$ cat src/rtl/twi_slave.sv
// I2C/TWI target: synchronises and filters SCL/SDA, detects START/STOP, matches a 7-bit
// address and moves bytes between the bus and a local register space with an auto-incrementing pointer.

module twi_slave_filt #(
  parameter int FILT = 3
) (
  input  logic clk,
  input  logic rst,
  input  logic pin,
  output logic level
);
  localparam int CW = $clog2(FILT + 1);

  logic [1:0]    sync;
  logic [CW-1:0] cnt;

  // The filtered level flips only after FILT consecutive synchronised samples disagree with it.
  always_ff @(posedge clk or posedge rst) begin
    if (rst) begin
      sync  <= 2'b11;
      cnt   <= '0;
      level <= 1'b1;
    end else begin
      sync <= {sync[0], pin};
      if (sync[1] == level) begin
        cnt <= '0;
      end else if (cnt == CW'(FILT - 1)) begin
        level <= sync[1];
        cnt   <= '0;
      end else begin
        cnt <= cnt + 1'b1;
      end
    end
  end
endmodule

module twi_slave #(
  parameter logic [6:0] SLV_ADDR = 7'h50,
  parameter int         FILT     = 3
) (
  input  logic       clk,
  input  logic       rst,
  input  logic       scl,
  input  logic       sda,
  output logic       sda_oen,
  output logic [7:0] reg_adr,
  output logic       wr_stb,
  output logic [7:0] wr_dat,
  input  logic [7:0] rd_dat,
  output logic       rd_stb,
  output logic       busy
);
  typedef enum logic [3:0] {
    IDLE, ADDR, ADR_ACK, PTR, PTR_ACK, WDATA, WD_ACK, RDATA, RD_ACKCHK, IGNORE
  } state_t;

  logic   scl_f, sda_f, scl_q, sda_q;
  logic   scl_rise, scl_fall, start_c, stop_c;
  state_t state, state_n;
  logic [3:0] bit_cnt, bit_cnt_n;
  logic [7:0] rx, rx_n, tx, tx_n;
  logic [7:0] reg_adr_n, wr_dat_n;
  logic       rw, rw_n, master_ack, master_ack_n;
  logic       sda_oen_n, wr_stb_n, rd_stb_n, busy_n;

  twi_slave_filt #(.FILT(FILT)) u_scl_filt (.clk(clk), .rst(rst), .pin(scl), .level(scl_f));
  twi_slave_filt #(.FILT(FILT)) u_sda_filt (.clk(clk), .rst(rst), .pin(sda), .level(sda_f));

  always_ff @(posedge clk or posedge rst) begin
    if (rst) begin
      scl_q <= 1'b1;
      sda_q <= 1'b1;
    end else begin
      scl_q <= scl_f;
      sda_q <= sda_f;
    end
  end

  assign scl_rise = scl_f & ~scl_q;
  assign scl_fall = ~scl_f & scl_q;
  assign start_c  = scl_f & scl_q & sda_q & ~sda_f;
  assign stop_c   = scl_f & scl_q & ~sda_q & sda_f;

  // NOTE: sequential state uses non-blocking assignments so every register samples pre-edge values.
  always_ff @(posedge clk or posedge rst) begin
    if (rst) begin
      state      <= IDLE;
      bit_cnt    <= '0;
      rx         <= '0;
      tx         <= '0;
      rw         <= 1'b0;
      master_ack <= 1'b1;
      sda_oen    <= 1'b1;
      reg_adr    <= '0;
      wr_stb     <= 1'b0;
      wr_dat     <= '0;
      rd_stb     <= 1'b0;
      busy       <= 1'b0;
    end else begin
      state      <= state_n;
      bit_cnt    <= bit_cnt_n;
      rx         <= rx_n;
      tx         <= tx_n;
      rw         <= rw_n;
      master_ack <= master_ack_n;
      sda_oen    <= sda_oen_n;
      reg_adr    <= reg_adr_n;
      wr_stb     <= wr_stb_n;
      wr_dat     <= wr_dat_n;
      rd_stb     <= rd_stb_n;
      busy       <= busy_n;
    end
  end

  always_comb begin
    // NOTE: every output of this block gets a default first, so no path can infer a latch.
    state_n      = state;
    bit_cnt_n    = bit_cnt;
    rx_n         = rx;
    tx_n         = tx;
    rw_n         = rw;
    master_ack_n = master_ack;
    sda_oen_n    = sda_oen;
    reg_adr_n    = reg_adr;
    wr_stb_n     = 1'b0;
    wr_dat_n     = wr_dat;
    rd_stb_n     = 1'b0;
    busy_n       = busy;

    // Strobe follow-up: bump the pointer, and on a fetch latch RD_DAT and put its MSB on the bus.
    if (wr_stb || rd_stb) reg_adr_n = reg_adr + 8'd1;
    if (rd_stb) begin
      tx_n      = rd_dat;
      sda_oen_n = rd_dat[7];
    end

    if (start_c) begin
      state_n   = ADDR;
      bit_cnt_n = '0;
      sda_oen_n = 1'b1;
      busy_n    = 1'b1;
    end else if (stop_c) begin
      state_n   = IDLE;
      sda_oen_n = 1'b1;
      busy_n    = 1'b0;
    end else begin
      if (scl_rise) begin
        if (state inside {ADDR, PTR, WDATA}) begin
          rx_n      = {rx[6:0], sda_f};
          bit_cnt_n = bit_cnt + 4'd1;
        end
        if (state == RD_ACKCHK) master_ack_n = sda_f;
      end

      if (scl_fall) begin
        case (state)
          ADDR: if (bit_cnt == 4'd8) begin
            if (rx[7:1] == SLV_ADDR) begin
              sda_oen_n = 1'b0;
              rw_n      = rx[0];
              state_n   = ADR_ACK;
            end else begin
              state_n = IGNORE;
            end
          end
          ADR_ACK: begin
            sda_oen_n = 1'b1;
            bit_cnt_n = '0;
            if (rw) begin
              rd_stb_n = 1'b1;
              state_n  = RDATA;
            end else begin
              state_n = PTR;
            end
          end
          PTR: if (bit_cnt == 4'd8) begin
            reg_adr_n = rx;
            sda_oen_n = 1'b0;
            state_n   = PTR_ACK;
          end
          PTR_ACK, WD_ACK: begin
            sda_oen_n = 1'b1;
            bit_cnt_n = '0;
            state_n   = WDATA;
          end
          WDATA: if (bit_cnt == 4'd8) begin
            wr_stb_n  = 1'b1;
            wr_dat_n  = rx;
            sda_oen_n = 1'b0;
            state_n   = WD_ACK;
          end
          // bit_cnt counts bits already sent after the MSB; the eighth fall hands SDA to the master.
          RDATA: if (bit_cnt == 4'd7) begin
            sda_oen_n = 1'b1;
            state_n   = RD_ACKCHK;
          end else begin
            tx_n      = {tx[6:0], 1'b0};
            sda_oen_n = tx[6];
            bit_cnt_n = bit_cnt + 4'd1;
          end
          RD_ACKCHK: begin
            if (!master_ack) begin
              rd_stb_n  = 1'b1;
              bit_cnt_n = '0;
              state_n   = RDATA;
            end else begin
              state_n = IGNORE;
            end
          end
          default: ;
        endcase
      end
    end
  end
endmodule
$ cat config.mk
export PLATFORM = sky130hd
export DESIGN_NAME = twi_slave
export DESIGN_NICKNAME = d
export VERILOG_FILES = /design/src/rtl/twi_slave.sv
export SDC_FILE = /design/constraint.sdc
export NUM_CORES = 1
export LEC_CHECK = 0
export BUFFER_PORTS_ARGS = -buffer_cell sky130_fd_sc_hd__buf_4
export CAP_MARGIN = 30
export CORE_MARGIN = 3
export CORE_UTILIZATION = 58
export DETAILED_ROUTE_END_ITERATION = 10
export GPL_TIMING_DRIVEN = 0
export MAX_ROUTING_LAYER = met4
export PLACE_DENSITY = 0.78
export REMOVE_ABC_BUFFERS = 1
export SYNTH_ARGS = -nofsm -noshare
export SYNTH_HDL_FRONTEND = slang
export SYNTH_SLANG_ARGS = --single-unit
$ cat constraint.sdc
create_clock -name clk -period 2 [get_ports clk]
set_input_delay 0.4 -clock clk [delete_from_list [all_inputs] [get_ports clk]]
set_output_delay 0.4 -clock clk [all_outputs]
set_load 0.02 [all_outputs]
# Word level (Yosys, flattened, before mapping)
# Cells that the tools add are included.
# classes
add_sub_neg	4
multipliers	0
div	0
n_lt_le_gt_ge	0
eq_ne	20
shifts	0
n_mux	57
bitwise_logic	15
reduce_logical	15
# op_table
cell	n
two-way mux 8 bit	12
two-way mux 4 bit	16
case mux 4 bit (7 select lines)	1
== test 4 x 3 -> 1 bit, second input constant	5
two-way mux 1 bit	20
inequality test 4 x 3 -> 1 bit, second input constant	3
case mux 4 bit (3 select lines)	1
AND reduction 6 bit	2
nonzero test 9 bit	1
adder 8 x 1 -> 8 bit, second input constant	1
== test 4 x 2 -> 1 bit, second input constant	2
== test 4 bit, second input constant	2
two-way mux 2 bit	4
inverter 1 bit	8
AND reduction 4 bit	2
AND 1 bit	7
== test 7 bit, second input constant	1
nonzero test 3 bit	2
AND reduction 5 bit	1
adder 2 x 1 -> 2 bit, second input constant	2
adder 4 x 1 -> 4 bit, second input constant	1
== test 2 bit, second input constant	2
== test 4 x 1 -> 1 bit, second input constant	1
inequality test 4 bit, second input constant	1
other kinds (10)	13
# word_totals
ff_bits	58
latch_bits	0
ramBits	0
mem_bits_ro	0
input_bits	12
output_inout_bits	20
elab_cells	131
n_memories	0

# Logic depth before layout (Yosys ltp)
# Gate-level depths: netlist of the first run.
# depth
depth_word	9
mapped_depth	8
ltp_nobuf	8

# By module
# From an unflattened synthesis of the first run, not the netlist that was laid out.
# unflattened
cells_unflattened	273
area_unflattened_um2	2778.9
# modules_own_cells
mod	n_inst	cells_per_inst	area_each_um2
twi_slave	1	251	2413.6
twi_slave_filt	2	11	182.7

# Worst setup path before layout of the first run
# Ideal clock, no wire load.
# synth_path
kind	reg2reg
start	register scl_q
end	register wr_dat[0]
t_arrival_ns	1.592
slack_ns	0.280
path_stages_with_launch	6
path_buffers	1
synth_period_minus_slack_ns	1.720
path_cell_list	dfstp_2 -> nor2b_1 -> nand2_1 -> or3_1 -> buf_2 -> mux2_1
# synth_via
elab_chain_len	5
word_cells_on_any_way	9
cone_classes	8 x bitwise; 1 x reduce/logical
# synth_rtl
item	line_no	text
from (decl)	57	logic scl_f, sda_f, scl_q, sda_q;
from (signal assigned)	74	scl_q <= scl_f;
AND 1 bit	81, 82	
AND 1 bit (on tied branches) (2 in series)	82, 81	
inverter 1 bit (no source line)	--	
AND reduction 5 bit (no source line) (*)	--	
to (signal assigned)	109	wr_dat <= wr_dat_n;
to (decl)	48	output logic [7:0] wr_dat,
# Every way passes the cells marked *; elsewhere a longest branch is shown, timed or not.
# A chain may end at the register's enable or synchronous reset.

# Worst setup path after layout of the first run
# layout_path
start	register state[2]
end	register state[1]
# layout_via
elab_chain_len	6
word_cells_on_any_way	19
cone_classes	12 x eq/ne; 4 x mux; 3 x reduce/logical
# layout_rtl
item	line_no	text
from (decl)	59	state_t state, state_n;
from (signal assigned)	100	state <= state_n;
== test 4 x 3 -> 1 bit	156	case (state)
OR reduction 2 bit	156	
case mux 4 bit (7 select lines)	156	
two-way mux 4 bit	155	if (scl_fall) begin
two-way mux 4 bit	142	end else if (stop_c) begin
two-way mux 4 bit	137	if (start_c) begin
# Several ways; a longest one is shown, not always the timed one. The select of a mux whose other input is x is not followed.

==> out/results.ini, run 1 <==
[finish]
layout_common_cells = dfrtp_1 (43), buf_4 (37), nor2_1 (28), a21oi_1 (20), nand2_1 (13)
final_nets = 309
drive_above_1_share = 0.308
diodes = 0
layout_commonest_cell = dfrtp_1
final_core_util = 0.728
final_cell_area_mm2 = 0.00328
syn2layout_area_growth_pct = 17.6
instances_no_fill = 351

[worst_setup_path]
critical-path-top-delay-family = simple AND/OR/NAND/NOR gates
cp-start-kind = register
cpPeakStageDelay_ns = 0.52
crit_arrival_ns = 2.16
cp_max_fo = 14
cp_cell_sequence = nor3_4, xnor2_1, nand4_1, buf_4, a31o_1
worst-path-buf-inv = 1
path_class = reg2reg
cp.required_ns = 2.22
r2r_setup_slack_ns = 0.05
critPathCaptureType = register
crit_slowest_cell = dfrtp_2

[sta]
skew_ns = 0.00903
max_freq_mhz = 513
rsz0062_at_grt = true
relSlewSlack = 0.646
tightest_slew_ns = 0.531
maxSlewViolCount = 0
fin_crit_ns = 1.95
setup_viol = 0
fin_hold_ws_ns = 0.0210
fin_crit_sh = 0.974
hold_viol = 0

[drt]
drt_first_pass_iters = 4
met2WireLength_um = 2390
wl_met1_um = 2490
drtIter0Drc = 134
totalWireLength_um = 5230
avgViaCountPerCell = 5.80
via_count = 2036
wl_per_cell_um = 14.9
dr_wl_met3_um = 238
drc = 0
final_antenna_net_count = 0
highest_layer = met4

[grt]
grt_max_degree = 45
overflow = 0
grt_first_pass_wirelength_um = 8670
grt.total_usage = 0.208
antenna_found_initial = 0
grt_pass1_vias = 1927

[floorplanning]
dieArea_mm2 = 0.00567
start_util = 0.619
die_w_um = 75.3
die_h_um = 75.3
ios = 32
core_area_mm2 = 0.00450
row_count = 24

[synth]
synth-edff-count = 0
ys.flop_type = dfrtp_1
yosysWarnings = 0
netlist_instances = 259
yosys.cell_types.count = 54
seq_area_frac_synth = 0.516
syn_avg_cell_area_um2 = 10.8
async_flop_share = 1.00
ys_seq_elements = 57
syn-cell-area_mm2 = 0.00279

[clocking]
clkTransAtPathRegs_ns = 0.07
insertion_delay_ns = 0.33
clock_path_buffers = 2
clockRootBuffer = clkbuf_8
cts.htree.levels = 3
hold_buffers = 0
cts_tree = built
cts_buffers = 9
clock_sinks = 57

[job]
maxCapViolCount = 0

[placed_design]
placed_area_mm2 = 0.00303
dp_hpwl_um = 3590
gp_congestion = 0.846
port_buffers = 31
place_inst = 329

[power_and_ir_drop]
power.static_leakage_nw = 1.49
peakVddDrop_mv = 0.751
power.density_cell_area_mw_per_mm2 = 1280

[worst_hold_path]
hold_path.class = in2async

[run_status]
status = finished, final reports clean

routing by layer:
metal,up-vias,GRT usage
met3,13,0.0396
met4,0,0.105
met1,988,0.282
li1,990,-
met2,45,0.301
met5,-,-
cells by family (layout without fill, tap and decap cells):
kind of cell / after synthesis / after routing / synth area share
and+or+nand+nor: 85 / 85 / 0.161
DFF: 57 / 57 / 0.516
AOI/OAI and AO/OA: 53 / 53 / 0.123
muxes: 30 / 30 / 0.117
buffers and inverters: 20 / 60 / 0.0350
xor gates and xnor gates: 11 / 11 / 0.0346
adders and majority gates: 3 / 3 / 0.0135
cell type report:
| class | count | area [µm²] |
|---|---|---|
| timing repair buffer | 38 | 298 |
| sequential | 57 | 1440 |
| clock buffer | 12 | 135 |
| fill | 329 | 1230 |
| clock inverter | 4 | 45.0 |
| tap | 52 | 65.1 |
| multi-input combinational | 182 | 1270 |
| inverter | 6 | 22.5 |
synth_stat cells (2+ instances only):
cell type | count | area [µm²]
a21o_1 | 2 | 15.0
a21oi_1 | 20 | 100
a31oi_1 | 4 | 25.0
buf_2 | 9 | 45.0
clkbuf_1 | 3 | 11.3
dfrtp_1 | 47 | 1180
dfstp_2 | 10 | 263
ha_1 | 3 | 37.5
inv_1 | 5 | 18.8
mux2_1 | 8 | 90.1
mux2_2 | 12 | 135
mux2i_1 | 10 | 100
nand2_1 | 13 | 48.8
nand2_2 | 2 | 12.5
nand2b_1 | 4 | 25.0
nand3_1 | 9 | 45.0
nand4_1 | 2 | 12.5
nor2_1 | 28 | 105
nor2b_1 | 5 | 31.3
nor3_1 | 6 | 30.0
nor3b_1 | 3 | 22.5
o2111ai_1 | 2 | 17.5
o211a_1 | 2 | 20.0
o211ai_1 | 2 | 15.0
o21ai_0 | 7 | 35.0
o21ai_1 | 4 | 20.0
xnor2_1 | 5 | 43.8
xor2_1 | 6 | 52.6
worst paths after layout:
path | startpoint | end | depth (start not counted)
worst min register to register | u_scl_filt.sync[0] | u_scl_filt.sync[1] | 0
worst max-delay path | state[2] | state[1] | 5
worst max register to register | state[2] | state[1] | 5
min in group clk | scl | u_scl_filt.sync[0] | 1
max in group asynchronous | rst | sda_oen | 3
worst min-delay path | rst | wr_dat[3] | 2
per-stage QoR:
stage | TNS, ns | power (mW) | worst slack [ns]
6_report | 0 | 4.21 | 0.0523
5_1_grt | -0.108 | 4.47 | -0.0437
3_5_place_dp | -0.720 | 3.16 | -0.111
4_1_cts | 0 | 4.17 | 0.0239
2_1_floorplan | 0 | 2.78 | 0.169
3_3_place_gp | -21.04 | 3.09 | -0.437
registers in the layout, indices dropped and copies added (netlist names):
| signal | cells |
|---|---|
| bit_cnt | 4 |
| busy | 1 |
| master_ack | 1 |
| rd_stb | 1 |
| reg_adr | 8 |
| rw | 1 |
| rx | 8 |
| scl_q | 1 |
| sda_oen | 1 |
| sda_q | 1 |
| state | 4 |
| tx | 7 |
| u_scl_filt.cnt | 2 |
| u_scl_filt.level | 1 |
| u_scl_filt.sync | 2 |
| u_sda_filt.cnt | 2 |
| u_sda_filt.level | 1 |
| u_sda_filt.sync | 2 |
| wr_dat | 8 |
| wr_stb | 1 |
what timing repair did:
item,4_1_cts,5_1_grt
endpoints found under the setup margin,13,14
hold endpoints to repair,0,0
pin swaps,0,3
gates resized for setup,5,5
setup buffers,0,6
power breakdown:
group / total [mW] / switching, mW / internal [mW] / leakage (nW)
clock: 0.991 / 0.421 / 0.570 / 0.0941
sequential: 2.00 / 0.464 / 1.54 / 0.699
combinational: 1.22 / 0.600 / 0.616 / 0.693
(Power assumes the default switching activity.)
==> run 2: changes to the inputs <==
--- a/config.mk
+++ b/config.mk
@@ -12,7 +12,7 @@
 export DETAILED_ROUTE_END_ITERATION = 10
 export GPL_TIMING_DRIVEN = 0
 export MAX_ROUTING_LAYER = met4
-export PLACE_DENSITY = 0.78
+export PLACE_DENSITY = 0.86
 export REMOVE_ABC_BUFFERS = 1
 export SYNTH_ARGS = -nofsm -noshare
 export SYNTH_HDL_FRONTEND = slang
==> run 2 against run 1 <==
  * Total power is 0.51% higher
  * Hold slack better by 0.11 ns
  * Register-to-register slack better by 0.04 ns
  * Largest power group unchanged
  * Sequential power barely moved
  * Maximum frequency increased by 1.9%
  * Combinational power hardly changed
  * Die area unchanged
  * Count of clock-buffer cells in the layout grew 2
  * Clock skew decreased by 0.0029 ns
  * Cell area fell by 0.27%
  * Global-route usage grew 0.39 points
  * Critical path type unchanged
==> out/results.ini, run 2 (synthesized netlist as in run 1, its figures left out) <==
[clocking]
clkTransAtPathRegs_ns = 0.06
cts.htree.levels = 3
cts_buffers = 9
clockRootBuffer = clkbuf_8
insertion_delay_ns = 0.33
clock_path_buffers = 2
clock_sinks = 57
cts_tree = built

[power_and_ir_drop]
power_frac_comb = 0.286
power.density_cell_area_mw_per_mm2 = 1290
seqPwrFrac = 0.475
p_int_mw = 2.71
power.static_leakage_nw = 1.48
netSwitchingFraction = 0.359
peakVddDrop_mv = 0.731
power.switching_mw = 1.52
clockPowerShare = 0.239

[worst_setup_path]
r2r_setup_slack_ns = 0.09
path_class = reg2reg
reg2reg_depth = 6
cp-start-kind = register
crit_arrival_ns = 2.16
worstReg2RegStart = state[1]
cp.required_ns = 2.25
cp_max_fo = 14
critical_path.startpoint = state[1]
critPathCaptureType = register

[drt]
totalWireLength_um = 5430
drt_first_pass_iters = 4
wl_per_cell_um = 15.7
drc = 0
avgViaCountPerCell = 5.76
via_count = 1997
drtIter0Drc = 172
final_antenna_net_count = 0

[placed_design]
port_buffers = 31
dp_hpwl_um = 3710
gp_congestion = 0.842
pre_cts_ws_ns = -0.176

[grt]
met3_usage = 0.0752
met2_usage = 0.324
grt_busiest_layer = met2
antenna_found_initial = 0
grt_first_pass_wirelength_um = 8640
grt_pass1_vias = 1867
overflow = 0
grt.total_usage = 0.212
grt_util_met1 = 0.263
grt_max_degree = 31

[run_status]
status = finished, final reports clean

[sta]
fin_crit_ns = 1.91
setup_viol = 0
tns_ns = 0
max_freq_mhz = 523
fin_crit_sh = 0.955
rsz0062_at_grt = false
setup_ws_ns = 0.0891
maxSlewViolCount = 0
hold_viol = 0
tightest_slew_ns = 0.592
relSlewSlack = 0.605
skew_ns = 0.00609

[job]
maxCapViolCount = 0

[finish]
drive_above_1_share = 0.312
syn2layout_area_growth_pct = 17.3
diodes = 0
fillers = 321
final_nets = 305
reg_top3 = reg_adr: 8 flops, rx: 8 flops, wr_dat: 8 flops
layout_commonest_cell = dfrtp_1
layout_common_cells = dfrtp_1 (43), buf_4 (33), nor2_1 (28), a21oi_1 (20), clkbuf_8 (13)

[worst_hold_path]
hold_path.class = in2async

[floorplanning]
die_h_um = 75.3
row_count = 24
core_area_mm2 = 0.00450
start_util = 0.619
ios = 32
die_w_um = 75.3
dieArea_mm2 = 0.00567

[run 2: stage by stage]
| stage | util | hold WS (ns) | instances | cell area [µm²] | power [mW] |
|---|---|---|---|---|---|
| 6_report | 0.726 | 0.136 | 347 | 3270 | 4.23 |
| 5_1_grt | 0.726 | 0.151 | 347 | 3270 | 4.48 |
| 4_1_cts | 0.719 | 0.154 | 345 | 3240 | 4.19 |
| 3_5_place_dp | 0.673 | 0.349 | 329 | 3030 | 3.16 |
| 3_3_place_gp | 0.668 | 0.346 | 328 | 3010 | 3.07 |
| 2_1_floorplan | - | 0.345 | 245 | 2710 | 2.78 |
[run 2: worst paths after layout]
kind | end
worst max-delay path | bit_cnt[3]
worst max register to register | bit_cnt[3]
min in group clk | u_sda_filt.sync[0]
max in group asynchronous | sda_oen
worst min-delay path | u_sda_filt.cnt[0]
worst min register to register | u_scl_filt.sync[1]
[run 2: repair_timing]
| item | in CTS | in global routing |
|---|---|---|
| gates resized for setup | 6 | 6 |
| hold buffers | 0 | 0 |
| pin swaps | 0 | 1 |
| setup buffers | 0 | 2 |
| setup endpoints to repair | 15 | 10 |
[run 2: power groups by stage]
stage / registers (mW) / clock network, mW / logic (mW)
final: 2.01 / 1.01 / 1.21
after global routing: 2.07 / 1.08 / 1.33
after CTS: 1.99 / 1.03 / 1.17
after detailed placement: 2.00 / 0 / 1.16
after global placement: 1.97 / 0 / 1.10
after floorplan: 1.93 / 0 / 0.845
[run 2: critical path: stages, from the launching register on]
cell and delay [ns]:
dfrtp_2 0.52, nor2_1 0.20, nor3_1 0.09, o31ai_1 0.48, o211a_1 0.27, nor3b_1 0.07, a211oi_2 0.20
[run 2: layout make-up]
| cell class | instances | area (µm²) | area share |
|---|---|---|---|
| inverter | 6 | 22.5 | 0.00689 |
| clock buffer | 14 | 183 | 0.0559 |
| timing repair buffer | 34 | 268 | 0.0819 |
| multi-input combinational | 182 | 1280 | 0.391 |
| clock inverter | 2 | 10.0 | 0.00306 |
| tap | 52 | 65.1 | 0.0199 |
| sequential | 57 | 1440 | 0.442 |
[run 2: routing by layer]
| metal | share of wire | up-vias |
|---|---|---|
| met2 | 0.50 | 46 |
| met5 | 0 | - |
| met4 | 0.016 | 0 |
| met3 | 0.036 | 8 |
| met1 | 0.45 | 960 |
| li1 | - | 983 |
==> run 3: changes to the inputs <==
--- a/config.mk
+++ b/config.mk
@@ -7,6 +7,7 @@
 export LEC_CHECK = 0
 export BUFFER_PORTS_ARGS = -buffer_cell sky130_fd_sc_hd__buf_4
 export CAP_MARGIN = 30
+export CORE_ASPECT_RATIO = 1.1
 export CORE_MARGIN = 3
 export CORE_UTILIZATION = 58
 export DETAILED_ROUTE_END_ITERATION = 10
==> run 3 against run 2 <==
  * Combinational power barely moved
  * Die area barely moved
  * Maximum frequency rose by 1.6%
  * Wire length fell by 4.5%
==> out/results.ini, run 3 (synthesized netlist as in run 1, its figures left out) <==
[run_status]
status = finished, final reports clean

[floorplanning]
die_w_um = 72.1
row_count = 25
ios = 32
dieArea_mm2 = 0.00567
die_h_um = 78.7
start_util = 0.623
core_area_mm2 = 0.00447

[clocking]
clock_path_buffers = 2
hold_buffers = 0
clkTransAtPathRegs_ns = 0.07
cts_tree = built
cts.htree.levels = 3
insertion_delay_ns = 0.34
clock_sinks = 57
clockRootBuffer = clkbuf_8
cts_buffers = 9

[worst_setup_path]
r2r_setup_slack_ns = 0.12
path_class = reg2reg
crit_arrival_ns = 2.09
critical_path.startpoint = scl_q
cp.required_ns = 2.21
worstReg2RegStart = scl_q
reg2reg_to = wr_dat[5]
cp_max_fo = 9
critPathCaptureType = register
cp-start-kind = register
reg2reg_depth = 4
crit_end = wr_dat[5]

[finish]
layout_commonest_cell = dfrtp_1
final_nets = 307
seq_area_mm2 = 0.00144
instances_no_fill = 351
syn2layout_area_growth_pct = 17.2
layout_common_cells = dfrtp_1 (43), buf_4 (35), nor2_1 (28), a21oi_1 (20), nand2_1 (13)
multi_input_area_mm2 = 0.00126
reg_top3 = reg_adr: 8 flops, rx: 8 flops, wr_dat: 8 flops
diodes = 0
fillers = 338
drive_above_1_share = 0.310

[job]
maxCapViolCount = 0

[sta]
tns_ns = 0
relSlewSlack = 0.649
skew_ns = 0.00927
rsz0062_at_grt = false
hold_viol = 0
maxSlewViolCount = 0
fin_hold_ws_ns = 0.000699
setup_viol = 0
fin_crit_sh = 0.941
fin_crit_ns = 1.88
tightest_slew_ns = 0.527
max_freq_mhz = 532

[power_and_ir_drop]
peakVddDrop_mv = 0.931
power.static_leakage_nw = 1.48
power.density_cell_area_mw_per_mm2 = 1280

[grt]
grt_pass1_vias = 1870
antenna_found_initial = 0
grt_max_degree = 47
grt_first_pass_wirelength_um = 8490
overflow = 0
grt.total_usage = 0.201

[placed_design]
port_buffers = 31
dp_hpwl_um = 3550
place_inst = 331
gp_congestion = 0.811

[drt]
avgViaCountPerCell = 5.76
drc = 0
final_antenna_net_count = 0
wl_per_cell_um = 14.8
via_count = 2023
drt_first_pass_iters = 4
totalWireLength_um = 5190
drtIter0Drc = 137

[worst_hold_path]
hold_path.class = in2async

==> run 3: changes by cell type in the layout (fill, tap and decap cells not counted), sizes merged <==
cell | before | now
buf | 34 | 36
clkbuf | 14 | 13
clkinv | 2 | 3
==> run 3: power breakdown <==
group          internal, mW  total (mW)  switching (mW)
combinational         0.604        1.21           0.603
sequential             1.54        2.00           0.468
clock                 0.544       0.969           0.425
total                  2.68        4.18            1.50
==> run 3: worst min-delay path by stage <==
| stage | from | to | slack [ns] | cells after the start |
|---|---|---|---|---|
| final | rst | wr_dat[6] | 0.0007 | 2 |
| after global routing | rst | wr_dat[6] | 0.01 | 2 |
| after floorplan | u_scl_filt.sync[0] | u_scl_filt.sync[1] | 0.35 | 0 |
| after CTS | rst | wr_dat[7] | 0.001 | 2 |
| after detailed placement | u_scl_filt.sync[0] | u_scl_filt.sync[1] | 0.35 | 0 |
| after global placement | u_sda_filt.sync[0] | u_sda_filt.sync[1] | 0.35 | 0 |
==> run 3: cell type report <==
| class | instances | area share |
|---|---|---|
| multi-input combinational | 182 | 0.387 |
| tap | 54 | 0.0207 |
| sequential | 57 | 0.442 |
| clock buffer | 13 | 0.0517 |
| timing repair buffer | 36 | 0.0866 |
| inverter | 6 | 0.00690 |
| clock inverter | 3 | 0.00460 |
==> run 3: worst max-delay path, stage by stage, from the launching register on <==
cell	delay, ns
dfstp_2	0.57
nor2b_1	0.28
nand2_1	0.14
or3_4	0.42
mux2_1	0.34
==> run 3: per-stage QoR <==
stage / worst slack (ns) / instance area, µm² / total power, mW / utilization
5_1_grt: 0.0188 / 3260 / 4.45 / 0.730
4_1_cts: 0.0360 / 3230 / 4.15 / 0.722
2_1_floorplan: 0.169 / 2710 / 2.78 / -
3_3_place_gp: -0.410 / 3010 / 3.07 / 0.673
6_report: 0.119 / 3260 / 4.18 / 0.730
3_5_place_dp: -0.107 / 3030 / 3.16 / 0.678
==> run 3: routing by layer <==
layer	up-vias	routed length (µm)	GRT usage
li1	992	-	-
met1	974	2360	0.251
met2	48	2450	0.305
met3	9	271	0.0570
met4	0	106	0.0902
met5	-	0	-
==> run 3: what timing repair did <==
| item | CTS | global route |
|---|---|---|
| setup endpoints to repair | 13 | 3 |
| hold endpoints to repair | 0 | 0 |
| pin swaps | 0 | 1 |
| gates cloned | 0 | 0 |
| gates resized for setup | 6 | 3 |
| buffers inserted | 0 | 4 |
